**src/rtl/sprite_pkg.sv**
```systemverilog
// Shared sprite geometry and position-record types for the sprite scheduler.
package sprite_pkg;

  localparam int unsigned SCREEN_W = 640;
  localparam int unsigned SCREEN_H = 480;
  localparam int unsigned SW       = 32;
  localparam int unsigned SH       = 32;
  localparam int unsigned CW       = 10;

  typedef logic [CW-1:0] coord_t;

  typedef struct packed {
    coord_t x;
    coord_t y;
    logic   en;
  } sprite_pos_t;

endpackage

```
**src/rtl/sprite_hit_test.sv**
```systemverilog
// Combinational per-sprite hit test plus pixel offsets within the sprite.
module sprite_hit_test
  import sprite_pkg::*;
#(
  parameter int unsigned DXW = 5,
  parameter int unsigned DYW = 5
) (
  input  coord_t           pixel_x_i,
  input  coord_t           pixel_y_i,
  input  logic             video_on_i,
  input  sprite_pos_t      pos_i,
  output logic             hit_c,
  output logic [DXW-1:0]   dx_c,
  output logic [DYW-1:0]   dy_c
);

  // One extra bit keeps x+SW / y+SH from wrapping, so edge sprites clip.
  logic [CW:0] px, py, x0, y0, x1, y1;

  assign px = {1'b0, pixel_x_i};
  assign py = {1'b0, pixel_y_i};
  assign x0 = {1'b0, pos_i.x};
  assign y0 = {1'b0, pos_i.y};
  assign x1 = x0 + (CW+1)'(SW);
  assign y1 = y0 + (CW+1)'(SH);

  assign hit_c = pos_i.en && video_on_i &&
                 (px >= x0) && (px < x1) &&
                 (py >= y0) && (py < y1);

  assign dx_c = DXW'(pixel_x_i - pos_i.x);
  assign dy_c = DYW'(pixel_y_i - pos_i.y);

endmodule

```
**src/rtl/sprite_scheduler.sv**
```systemverilog
// Double-buffered sprite positions and a 3-stage hit/priority/select pipeline
// driving the shared sprite ROM address and the colour mux select.
module sprite_scheduler
  import sprite_pkg::*;
#(
  parameter  int unsigned M  = 2,
  localparam int unsigned B  = $clog2(M),
  localparam int unsigned AW = $clog2(SW*SH)
) (
  input  logic          clk,
  input  logic          rst_n,
  input  coord_t        pixel_x,
  input  coord_t        pixel_y,
  input  logic          video_on,
  input  logic          frame_start,
  input  logic          wr_valid,
  output logic          wr_ready,
  input  logic [B-1:0]  wr_idx,
  input  coord_t        wr_x,
  input  coord_t        wr_y,
  input  logic          wr_en,
  output logic [AW-1:0] rom_addr,
  output logic [B-1:0]  sel,
  output logic          sprite_hit
);

  localparam int unsigned XW = $clog2(SW);
  localparam int unsigned YW = $clog2(SH);

  sprite_pos_t shadow_q [M];
  sprite_pos_t shadow_d [M];
  sprite_pos_t active_q [M];
  sprite_pos_t active_d [M];

  logic [M-1:0]  hit_c;
  logic [XW-1:0] dx_c [M];
  logic [YW-1:0] dy_c [M];

  logic [M-1:0]  hit1_q, hit1_d;
  logic [XW-1:0] dx1_q [M];
  logic [XW-1:0] dx1_d [M];
  logic [YW-1:0] dy1_q [M];
  logic [YW-1:0] dy1_d [M];

  logic          hit2_q, hit2_d;
  logic [B-1:0]  win2_q, win2_d;
  logic [AW-1:0] rom_addr_q, rom_addr_d;
  logic [B-1:0]  sel_q, sel_d;
  logic          sprite_hit_q, sprite_hit_d;

  logic          any_c;
  logic [B-1:0]  win_c;

  // Writes are refused only during the commit cycle so shadow is stable.
  assign wr_ready = ~frame_start;

  for (genvar g = 0; g < M; g++) begin : g_hit
    sprite_hit_test #(
      .DXW (XW),
      .DYW (YW)
    ) u_hit (
      .pixel_x_i  (pixel_x),
      .pixel_y_i  (pixel_y),
      .video_on_i (video_on),
      .pos_i      (active_q[g]),
      .hit_c      (hit_c[g]),
      .dx_c       (dx_c[g]),
      .dy_c       (dy_c[g])
    );
  end

  // Fixed priority: scanning downward leaves the lowest hitting index.
  always_comb begin
    any_c = 1'b0;
    win_c = '0;
    for (int i = int'(M) - 1; i >= 0; i--) begin
      if (hit1_q[i]) begin
        any_c = 1'b1;
        win_c = B'(i);
      end
    end
  end

  always_comb begin
    shadow_d     = shadow_q;
    active_d     = active_q;
    hit1_d       = hit_c;
    dx1_d        = dx_c;
    dy1_d        = dy_c;
    hit2_d       = any_c;
    win2_d       = win_c;
    rom_addr_d   = '0;
    sel_d        = sel_q;
    sprite_hit_d = hit2_q;

    if (wr_valid && wr_ready) begin
      for (int i = 0; i < int'(M); i++) begin
        if (wr_idx == B'(i)) begin
          shadow_d[i] = '{x: wr_x, y: wr_y, en: wr_en};
        end
      end
    end

    if (frame_start) begin
      active_d = shadow_q;
    end

    if (any_c) begin
      rom_addr_d = AW'({dy1_q[win_c], dx1_q[win_c]});
    end

    if (hit2_q) begin
      sel_d = win2_q;
    end
  end

  always_ff @(posedge clk or negedge rst_n) begin
    if (!rst_n) begin
      for (int i = 0; i < int'(M); i++) begin
        shadow_q[i] <= '0;
        active_q[i] <= '0;
        dx1_q[i]    <= '0;
        dy1_q[i]    <= '0;
      end
      hit1_q       <= '0;
      hit2_q       <= 1'b0;
      win2_q       <= '0;
      rom_addr_q   <= '0;
      sel_q        <= '0;
      sprite_hit_q <= 1'b0;
    end else begin
      shadow_q     <= shadow_d;
      active_q     <= active_d;
      hit1_q       <= hit1_d;
      dx1_q        <= dx1_d;
      dy1_q        <= dy1_d;
      hit2_q       <= hit2_d;
      win2_q       <= win2_d;
      rom_addr_q   <= rom_addr_d;
      sel_q        <= sel_d;
      sprite_hit_q <= sprite_hit_d;
    end
  end

  assign rom_addr   = rom_addr_q;
  assign sel        = sel_q;
  assign sprite_hit = sprite_hit_q;

endmodule

```
**config.mk**
```make
export PLATFORM = sky130hd
export DESIGN_NAME = sprite_scheduler
export DESIGN_NICKNAME = d
export VERILOG_FILES = /design/src/rtl/sprite_pkg.sv /design/src/rtl/sprite_hit_test.sv /design/src/rtl/sprite_scheduler.sv
export SDC_FILE = /design/constraint.sdc
export NUM_CORES = 1
export LEC_CHECK = 0
export BUFFER_PORTS_ARGS = -buffer_cell sky130_fd_sc_hd__buf_4
export CORE_AREA = 3 3 115 117
export DETAILED_ROUTE_END_ITERATION = 8
export DIE_AREA = 0 0 118 120
export PLACE_DENSITY = 0.73
export SLEW_MARGIN = 5
export SYNTH_ARGS = -nofsm -noshare
export SYNTH_HDL_FRONTEND = slang
export SYNTH_SLANG_ARGS = --single-unit
```
**constraint.sdc**
```tcl
create_clock -name clk -period 2.4 [get_ports clk]
set_clock_uncertainty 0.15 [all_clocks]
set_input_delay 0.36 -clock clk [delete_from_list [all_inputs] [get_ports clk]]
set_output_delay 0.36 -clock clk [all_outputs]
set_load 0.02 [all_outputs]
```
## After elaboration in Yosys (flattened, before gate mapping)

Cells that the tools add are included.

- Multiplexer cells: 10
- Reductions and logical operators: 13
- $lt $le $gt $ge: 9
- Bitwise logic cells: 3
- $add $sub $neg: 8

Operators with widths:

| kind | count |
|---|---|
| $add 10x6->11 const B | 4 |
| $lt 10x11->1 | 4 |
| $ge 10x10->1 | 4 |
| $mux 5 | 6 |
| $sub 5x5->5 | 4 |
| $logic_and 1x1->1 | 11 |
| $mux 10 | 1 |
| $reduce_and 2->1 | 2 |
| $mux 1 | 3 |
| $ge 2x2->1 const B | 1 |
| $not 1->1 | 2 |
| $not 1->2 | 1 |

- Output and inout port bits: 13
- Register bits: 120
- Word-level logic and storage cells: 65

## Depth between registers and ports, before layout

Gate-level depths: netlist of the first run.

- Word-level depth: 7
- Gate-level depth with buffers: 9

## Hierarchy

Synthesis of the first run repeated with hierarchy kept, for this count alone.

- Cells, all modules: 523
- Area total of the unflattened synthesis: 6297.3 um2

Modules (own cells, without submodules):

| module | cells each | area an instance (um2) | sequential area each (um2) | times used |
|---|---|---|---|---|
| sprite_scheduler | 252 | 4227.8 | 3002.9 | 1 |
| sprite_hit_test at g_hit[1].u_hit | 134 | 1044.8 | 0.0 | 1 |
| sprite_hit_test at g_hit[0].u_hit | 137 | 1024.7 | 0.0 | 1 |

## Worst setup path before layout of the first run

No wires, ideal clock.

- Path type: reg-to-reg
- Start point: register active_q[6] in the netlist's numbering
- End point: register hit1_q[1]
- Cell stages (with the launch flop): 9
- Setup time: 95 ps
- Arrival time: 1876 ps
- Slack: 279 ps
- Required time: 2155 ps
- Clock period less this slack: 2121 ps
- Cells stage by stage: dfrtp_1 ha_1 xnor2_1 ha_1 a211o_1 o221a_1 o22ai_2 a21oi_1 nor4b_2

- Longest elaborated chain between the ends: 3
- Elaborated cells between the ends (all ways): 5
- Classes of those cells: 1 x add/sub; 2 x order compare; 2 x reduce/logical

RTL lines:

| item | RTL line | RTL |
|---|---|---|
| from (decl) | sprite_scheduler.sv:32 | `sprite_pos_t active_q [M];` |
| from (signal assigned) | sprite_scheduler.sv:133 | `active_q <= active_d;` |
| $add 10x6->11 or $ge 10x10->1 (tied branches) | sprite_hit_test.sv:25, sprite_hit_test.sv:29 |  |
| $lt 10x11->1 or $logic_and 1x1->1 (tied branches) | sprite_hit_test.sv:29, sprite_hit_test.sv:28 |  |
| $logic_and 1x1->1 (*) | sprite_hit_test.sv:29 | `(py >= y0) && (py < y1);` |
| named net g_hit[1].u_hit.hit_c | sprite_hit_test.sv:12 | `output logic hit_c,` |
| to (signal assigned) | sprite_scheduler.sv:134 | `hit1_q <= hit1_d;` |
| to (decl) | sprite_scheduler.sv:39 | `logic [M-1:0] hit1_q, hit1_d;` |

The timed path passes the listed nets; every way through them passes the cells marked *.
A chain may end at the register's enable or synchronous reset.

## Worst setup path after layout of the first run

- Start point: register active_q[37] in the netlist's numbering
- End point: register hit1_q[0]

- Longest elaborated chain between the ends: 5
- Elaborated cells between the ends (all ways): 7
- Classes of those cells: 1 x add/sub; 2 x order compare; 4 x reduce/logical

RTL lines:

| item | RTL line | RTL |
|---|---|---|
| $add 10x6->11 or $ge 10x10->1 (tied branches) | sprite_hit_test.sv:24, sprite_hit_test.sv:28 |  |
| $lt 10x11->1 or $logic_and 1x1->1 (tied branches) | sprite_hit_test.sv:28, sprite_hit_test.sv:27 |  |
| $logic_and 1x1->1 (*) (2 in a row) | sprite_hit_test.sv:28 | `(px >= x0) && (px < x1) &&` |
| $logic_and 1x1->1 (*) | sprite_hit_test.sv:29 |  |
| named net g_hit[0].u_hit.hit_c | sprite_hit_test.sv:12 |  |

Marked as above.

==> results of run 1 <==
## worst max-delay path, delay by kind of cell (launching register included)
family,cells,cell delay (ns)
AOI/OAI and AO/OA,3,0.64
xor gates and xnor gates,1,0.13
adders and majority gates,1,0.29
DFF,1,0.41
and+or+nand+nor,3,0.57
## layer usage
metal  vias up  share of wire (%)
li1       2021                  -
met2        77                 45
met4         0                2.3
met3        23                3.2
met5         -                  0
met1      1976                 49
## Yosys cell counts (all sizes together), types with 2 or more instances
cell type  number
buf             7
o211ai          3
ha             64
or2             2
nor2b           5
a21oi          17
nand3          14
and3            3
and4            2
o21a            4
inv            57
o21ai          44
a211oi          2
o2111ai         3
nand2          42
xnor2          18
a211o           2
a22o           10
mux2           49
o31a            2
a221oi          2
xor2            3
nor3            3
a21o            5
clkbuf          8
fa              4
nor2           17
nand3b          2
a31oi           2
dfrtp         120
nand4           5
a2111oi         2
## registers in the layout, indices dropped and copies added, names as in the netlist, 2 cells and up
signal	cells
active_q	42
rom_addr	10
dy1_q	10
dx1_q	10
shadow_q	42
hit1_q	2
## path summary, 6_finish.rpt
| check | startpoint | endpoint | slack [ns] |
|---|---|---|---|
| setup / recovery | active_q[37] | hit1_q[0] | 0.11 |
| hold / removal | wr_y[4] | shadow_q[26] | 0.02 |
| setup reg to reg | active_q[37] | hit1_q[0] | 0.11 |
| hold reg to reg | hit2_q | sprite_hit | 0.24 |
| max in group asynchronous | rst_n | active_q[37] | 1.22 |
| min in group asynchronous | rst_n | rom_addr[7] | 0.28 |
## cell families after synthesis
| group | count (synthesis) |
|---|---|
| xor gates and xnor gates | 21 |
| adders and majority gates | 68 |
| DFF | 120 |
| and+or+nand+nor | 100 |
| buffers and inverters | 72 |
| muxes | 49 |
| AOI/OAI and AO/OA | 109 |
## stage by stage
step | total power [uW] | area, sq um | utilization, %
finish | 6706 | 7406 | 59.41
floorplan | 3658 | 6110 | -
global placement | 4088 | 6789 | 54.46
global route | 7096 | 7406 | 59.41
detailed placement | 4164 | 6789 | 54.46
CTS | 6760 | 7406 | 59.41
## layout make-up
class / count / area share, %
clock buffer: 21 / 6.217
sequential: 120 / 40.55
multi-input combinational: 347 / 38.20
timing repair buffer: 68 / 7.265
tap: 172 / 2.906
clock inverter: 11 / 1.977
inverter: 57 / 2.889
## power groups by stage
stage | logic (uW) | registers [uW] | clock network, uW
after floorplan | 1030 | 2630 | 0
after global placement | 1430 | 2660 | 0
after detailed placement | 1480 | 2680 | 0
after CTS | 1500 | 2650 | 2610
after global routing | 1690 | 2700 | 2710
final | 1490 | 2650 | 2570
==> impl_metrics.csv, run 1 <==
group,metric,value,unit
run_status,outcome,"finished clean",
die,die_y,120,microns
cells_and_area,drive_gt1_share,24.68,%
pwr,internal_power,4826,uW
sta,setup_viol,0,
grt,grt_pass1_vias,4225,
job,cap_viol_max_count,0,
detailed_routing,wl,12510,microns
sta,relSlewSlack,67.67,%
detailed_routing,routedWlPerCell,15.71,microns
place,gp_congestion,0.8781,
clocking,cts.sinks,120,
yosys,yosys_warnings,0,
yosys,syn-num-nets,654,
grt,grt_pass1_wl,21060,microns
clocking,cts_tree,"yes",
yosys,async_reset_ff_share,100.0,%
sta,rsz0062_at_grt,"false",
yosys,synth_top_family_by_area,"adder cells",
setup_path,reg2regPathDepth,8,
yosys,synth_edf_count,0,
clocking,htreeDepth,4,
yosys,synth_xor_area_share,3.010,%
sta,fin_crit,2.289,ns
setup_path,end_kind,"flip-flop",
pwr,power.share.switching,28.02,%
grt,met1_usage,26.21,%
cells_and_area,fillers,1032,
grt,grtUsageTotal,19.09,%
setup_path,crit_arrival,2.46,ns
sta,hold_viol_final,0,
setup_path,worstPathRequired,2.57,ns
clocking,cts_root_buf,"clkbuf_16",
grt,grt_remaining_overflow,0,
yosys,synth_top_cell_by_area,"dfrtp_1",
sta,hold-worst-slack,0.02192,ns
hold_path,hold_depth,2,
sta,tns,0,ns
yosys,ys_seq_area_share,49.15,%
pwr,power_density,905.4,mW/mm^2
pwr,clock_power_share,38.3,%
cells_and_area,final_common_cell,"dfrtp_1",
die,die_area,0.01416,sq mm
die,rows,41,
cells_and_area,stdcell_count,796,
sta,slew_violations,0,
yosys,ys_ff_latch,120,
setup_path,cp-start-kind,"flip-flop",
pwr,leakagePower,0.003536,uW
grt,antenna_found_initial,0,
yosys,synth_flop_cell,"dfrtp_1",
detailed_routing,firstDrtPassIters,4,
hold_path,hp-class,"in -> reg",
setup_path,critPathMaxFanout,4,
place,place_worst_setup_slack,0.09974,ns
clocking,cts_setup_buffers,0,
sta,worst_pin_slew,0.4787,ns
cells_and_area,multiInputGateArea,0.002829,sq mm
setup_path,crit_chain,"and3_1, xnor2_1, ha_1, a21oi_1, nor2b_1, o21ai_0, o311ai_1, nor4bb_1",
die,io_pins,60,
sta,finalCritPeriodShare,95.37,%
yosys,synth_area_leaders,"dfrtp_1 (49%), ha_1 (13%), mux2_2 (8.8%)",
yosys,synth_top_area_share,49.15,%
cells_and_area,nNetsFinal,726,
grt,globalRouteMet3Util,4.430,%
clocking,clk_pin_slew_worst_paths,0.06,ns
setup_path,criticalPathCategory,"reg -> reg",
setup_path,critPathSlowestCell,"dfrtp_1",
pwr,combPwrFrac,22.2,%
cells_and_area,antenna_cells,0,
yosys,yosysUniqueCellTypes,53,
pwr,p_seq_share,39.5,%
place,dp_hpwl,9718,microns
detailed_routing,drc,0,
cells_and_area,area_growth,21.22,%
clocking,cts_max_path_buffers,2,
cells_and_area,register_area,0.003003,sq mm
yosys,synth-simple-area-share,7.946,%
place,io_buffers,59,
pwr,p_switching,1879,uW
detailed_routing,drt_iter0_drc,200,
clocking,postCtsHoldBufs,1,
place,dp_cells,763,
pwr,ir_drop,527.3,uV
die,start_util,49.01,%
sta,fin_ws,0.1112,ns
yosys,synth_compound_area_share,11.90,%
yosys,synthCells,539,
detailed_routing,vias,4097,
detailed_routing,ant_nets,0,
sta,fmax,0.4369,GHz
setup_path,crit_path_max_incr_delay,0.41,ns
yosys,synthAdderAreaFrac,14.42,%
grt,busiest_layer,"met2",
clocking,numCtsBuffers,17,
grt,grt_util_met2,28.82,%
clocking,clkLatencyLatePin,0.42,ns
cells_and_area,layout_common_cells,"dfrtp_1 (120), buf_4 (65), ha_1 (64)",
yosys,synth_area,0.006110,sq mm
clocking,ctsResizeCount,0,
grt,grt_max_degree,49,
yosys,syn_area_per_cell,11.34,sq um
die,die_w,118,microns
die,core,0.01247,sq mm
detailed_routing,vias_per_cell,5.147,
yosys,synthMuxAreaShare,9.031,%
No activity file was read; power rests on OpenSTA's default activity.
==> run 2, diff against run 1 <==
- CORE_AREA: 3 3 115 117 -> 3 3 137 99
- DIE_AREA: 0 0 118 120 -> 0 0 140 102
==> run 2 against run 1 <==
Die area is 0.85% higher. Sequential share of layout area is 0.068 points lower. Final area is 0.17% higher. Flip-flop and latch count stayed put. Critical path type unchanged. Critical endpoint is now hit1_q[1]. Highest routed layer unchanged.
==> impl_metrics.csv, run 2 (synthesized netlist as in run 1, its figures left out) <==
group,metric,value,unit
run_status,outcome,"finished clean",
setup_path,crit_chain,"ha_1, xnor2_1, ha_1, a211o_1, o221a_1, o22ai_2, a21oi_1, nor4b_2",
place,dp_hpwl,10230,microns
die,io_pins,60,
sta,finalCritPeriodShare,95.65,%
sta,hold_viol_final,0,
cells_and_area,drive_gt1_share,24.88,%
cells_and_area,finish.utilization,60.13,%
grt,grt_pass1_wl,22020,microns
sta,slew_violations,0,
die,die_area,0.01428,sq mm
die,start_util,49.52,%
sta,tns,0,ns
pwr,power_density,937.0,mW/mm^2
detailed_routing,vias_per_cell,5.439,
die,die_w,140,microns
setup_path,crit_top_cell,"ha_1",
clocking,numCtsBuffers,17,
grt,grt_pass1_vias,4293,
detailed_routing,wl,13540,microns
job,cap_viol_max_count,0,
cells_and_area,top_regs,"active_q x42, shadow_q x42",
clocking,cts_max_path_buffers,2,
sta,fin_crit,2.296,ns
pwr,leakagePower,0.003548,uW
setup_path,cp-start-kind,"flip-flop",
grt,grtUsageTotal,19.94,%
die,die_y,102,microns
grt,grt_max_degree,47,
hold_path,hp-class,"in -> reg",
cells_and_area,layout_common_cells,"dfrtp_1 (120), ha_1 (64), buf_4 (64)",
detailed_routing,drt_iter0_drc,250,
setup_path,crit_path_max_incr_delay,0.42,ns
grt,grt_remaining_overflow,0,
place,io_buffers,59,
detailed_routing,firstDrtPassIters,4,
sta,setup_viol,0,
setup_path,critPathMaxFanout,5,
setup_path,critPathSlowestCell,"dfrtp_1",
clocking,clk_pin_slew_worst_paths,0.06,ns
die,core,0.01234,sq mm
cells_and_area,area_growth,21.42,%
cells_and_area,multiInputGateArea,0.002829,sq mm
setup_path,criticalPathCategory,"reg -> reg",
cells_and_area,register_area,0.003003,sq mm
clocking,cts_setup_buffers,0,
pwr,ir_drop,475.0,uV
clocking,cts_tree,"yes",
sta,worst_pin_slew,0.4647,ns
sta,relSlewSlack,69.02,%
place,gp_congestion,0.9361,
clocking,cts.sinks,120,
setup_path,crit_arrival,2.47,ns
die,rows,34,
detailed_routing,vias,4270,
sta,rsz0062_at_grt,"false",
cells_and_area,final_common_cell,"dfrtp_1",
cells_and_area,nNetsFinal,725,
sta,fmax,0.4356,GHz
clocking,clkLatencyLatePin,0.42,ns
setup_path,end_kind,"flip-flop",
detailed_routing,ant_nets,0,
clocking,htreeDepth,4,
detailed_routing,routedWlPerCell,17.25,microns
grt,antenna_found_initial,0,
sta,hold-worst-slack,0.01532,ns
detailed_routing,drc,0,
setup_path,worstPathRequired,2.57,ns
clocking,cts_root_buf,"clkbuf_16",
cells_and_area,fillers,991,
cells_and_area,antenna_cells,0,
-- run 2: changes by cell type in the layout (fill, tap and decap cells not counted), sizes merged --
cell / previous run / this run
clkinvlp: 2 / 1
clkbuf: 21 / 17
buf: 67 / 66
inv: 58 / 63
bufinv: 3 / 4
clkinv: 5 / 4
-- run 2: routing by layer --
| metal | vias up | GRT usage, % | part of all wire [%] |
|---|---|---|---|
| li1 | 2037 | - | - |
| met2 | 116 | 29.63 | 43 |
| met4 | 0 | 7.297 | 1.5 |
| met3 | 19 | 4.818 | 5.0 |
| met1 | 2098 | 28.77 | 50 |
| met5 | - | 0 | 0 |
-- run 2: worst max-delay path: cells and delay by family (launching register included) --
| kind | cells | cell delay (ns) |
|---|---|---|
| AO/OA/AOI/OAI | 4 | 0.75 |
| flip-flops | 1 | 0.42 |
| adder cells (fa/ha/maj) | 2 | 0.44 |
| XOR/XNOR | 1 | 0.13 |
| AND/OR/NAND/NOR | 1 | 0.29 |
-- run 2: path summary, 6_finish.rpt --
kind | startpoint | endpoint | slack (ns) | depth (start not counted)
max | active_q[6] | hit1_q[1] | 0.10 | 8
min | wr_y[4] | shadow_q[26] | 0.02 | 2
max reg2reg | active_q[6] | hit1_q[1] | 0.10 | 8
min reg2reg | hit2_q | sprite_hit | 0.23 | 0
max in group asynchronous | rst_n | active_q[24] | 1.23 | 3
min in group asynchronous | rst_n | rom_addr[5] | 0.28 | 2
-- run 2: metrics by stage --
stage / std cells / setup WS (ns) / total power [uW] / cell area [sq um]
floorplan: 539 / 0.2785 / 3658 / 6110
global placement: 752 / 0.1648 / 4095 / 6769
detailed placement: 752 / 0.09755 / 4183 / 6769
CTS: 785 / 0.1228 / 6971 / 7418
global route: 785 / 0.006761 / 7318 / 7418
finish: 785 / 0.1043 / 6951 / 7418
-- run 2: what timing repair did --
item	CTS	global route
gates resized for setup	0	0
hold buffers	1	0
hold endpoints to repair	32	0
-- run 2: cell type report --
type / instances / area share [%]
Sequential cell: 120 / 40.48
Multi-Input combinational cell: 347 / 38.13
Timing Repair Buffer: 67 / 7.151
Clock buffer: 17 / 5.735
Clock inverter: 15 / 2.884
Inverter: 57 / 2.884
Tap cell: 162 / 2.732
-- run 2: where the power goes --
group,internal (uW),switching (uW)
Clock,1760,1010
Combinational,704,823
Sequential,2440,215
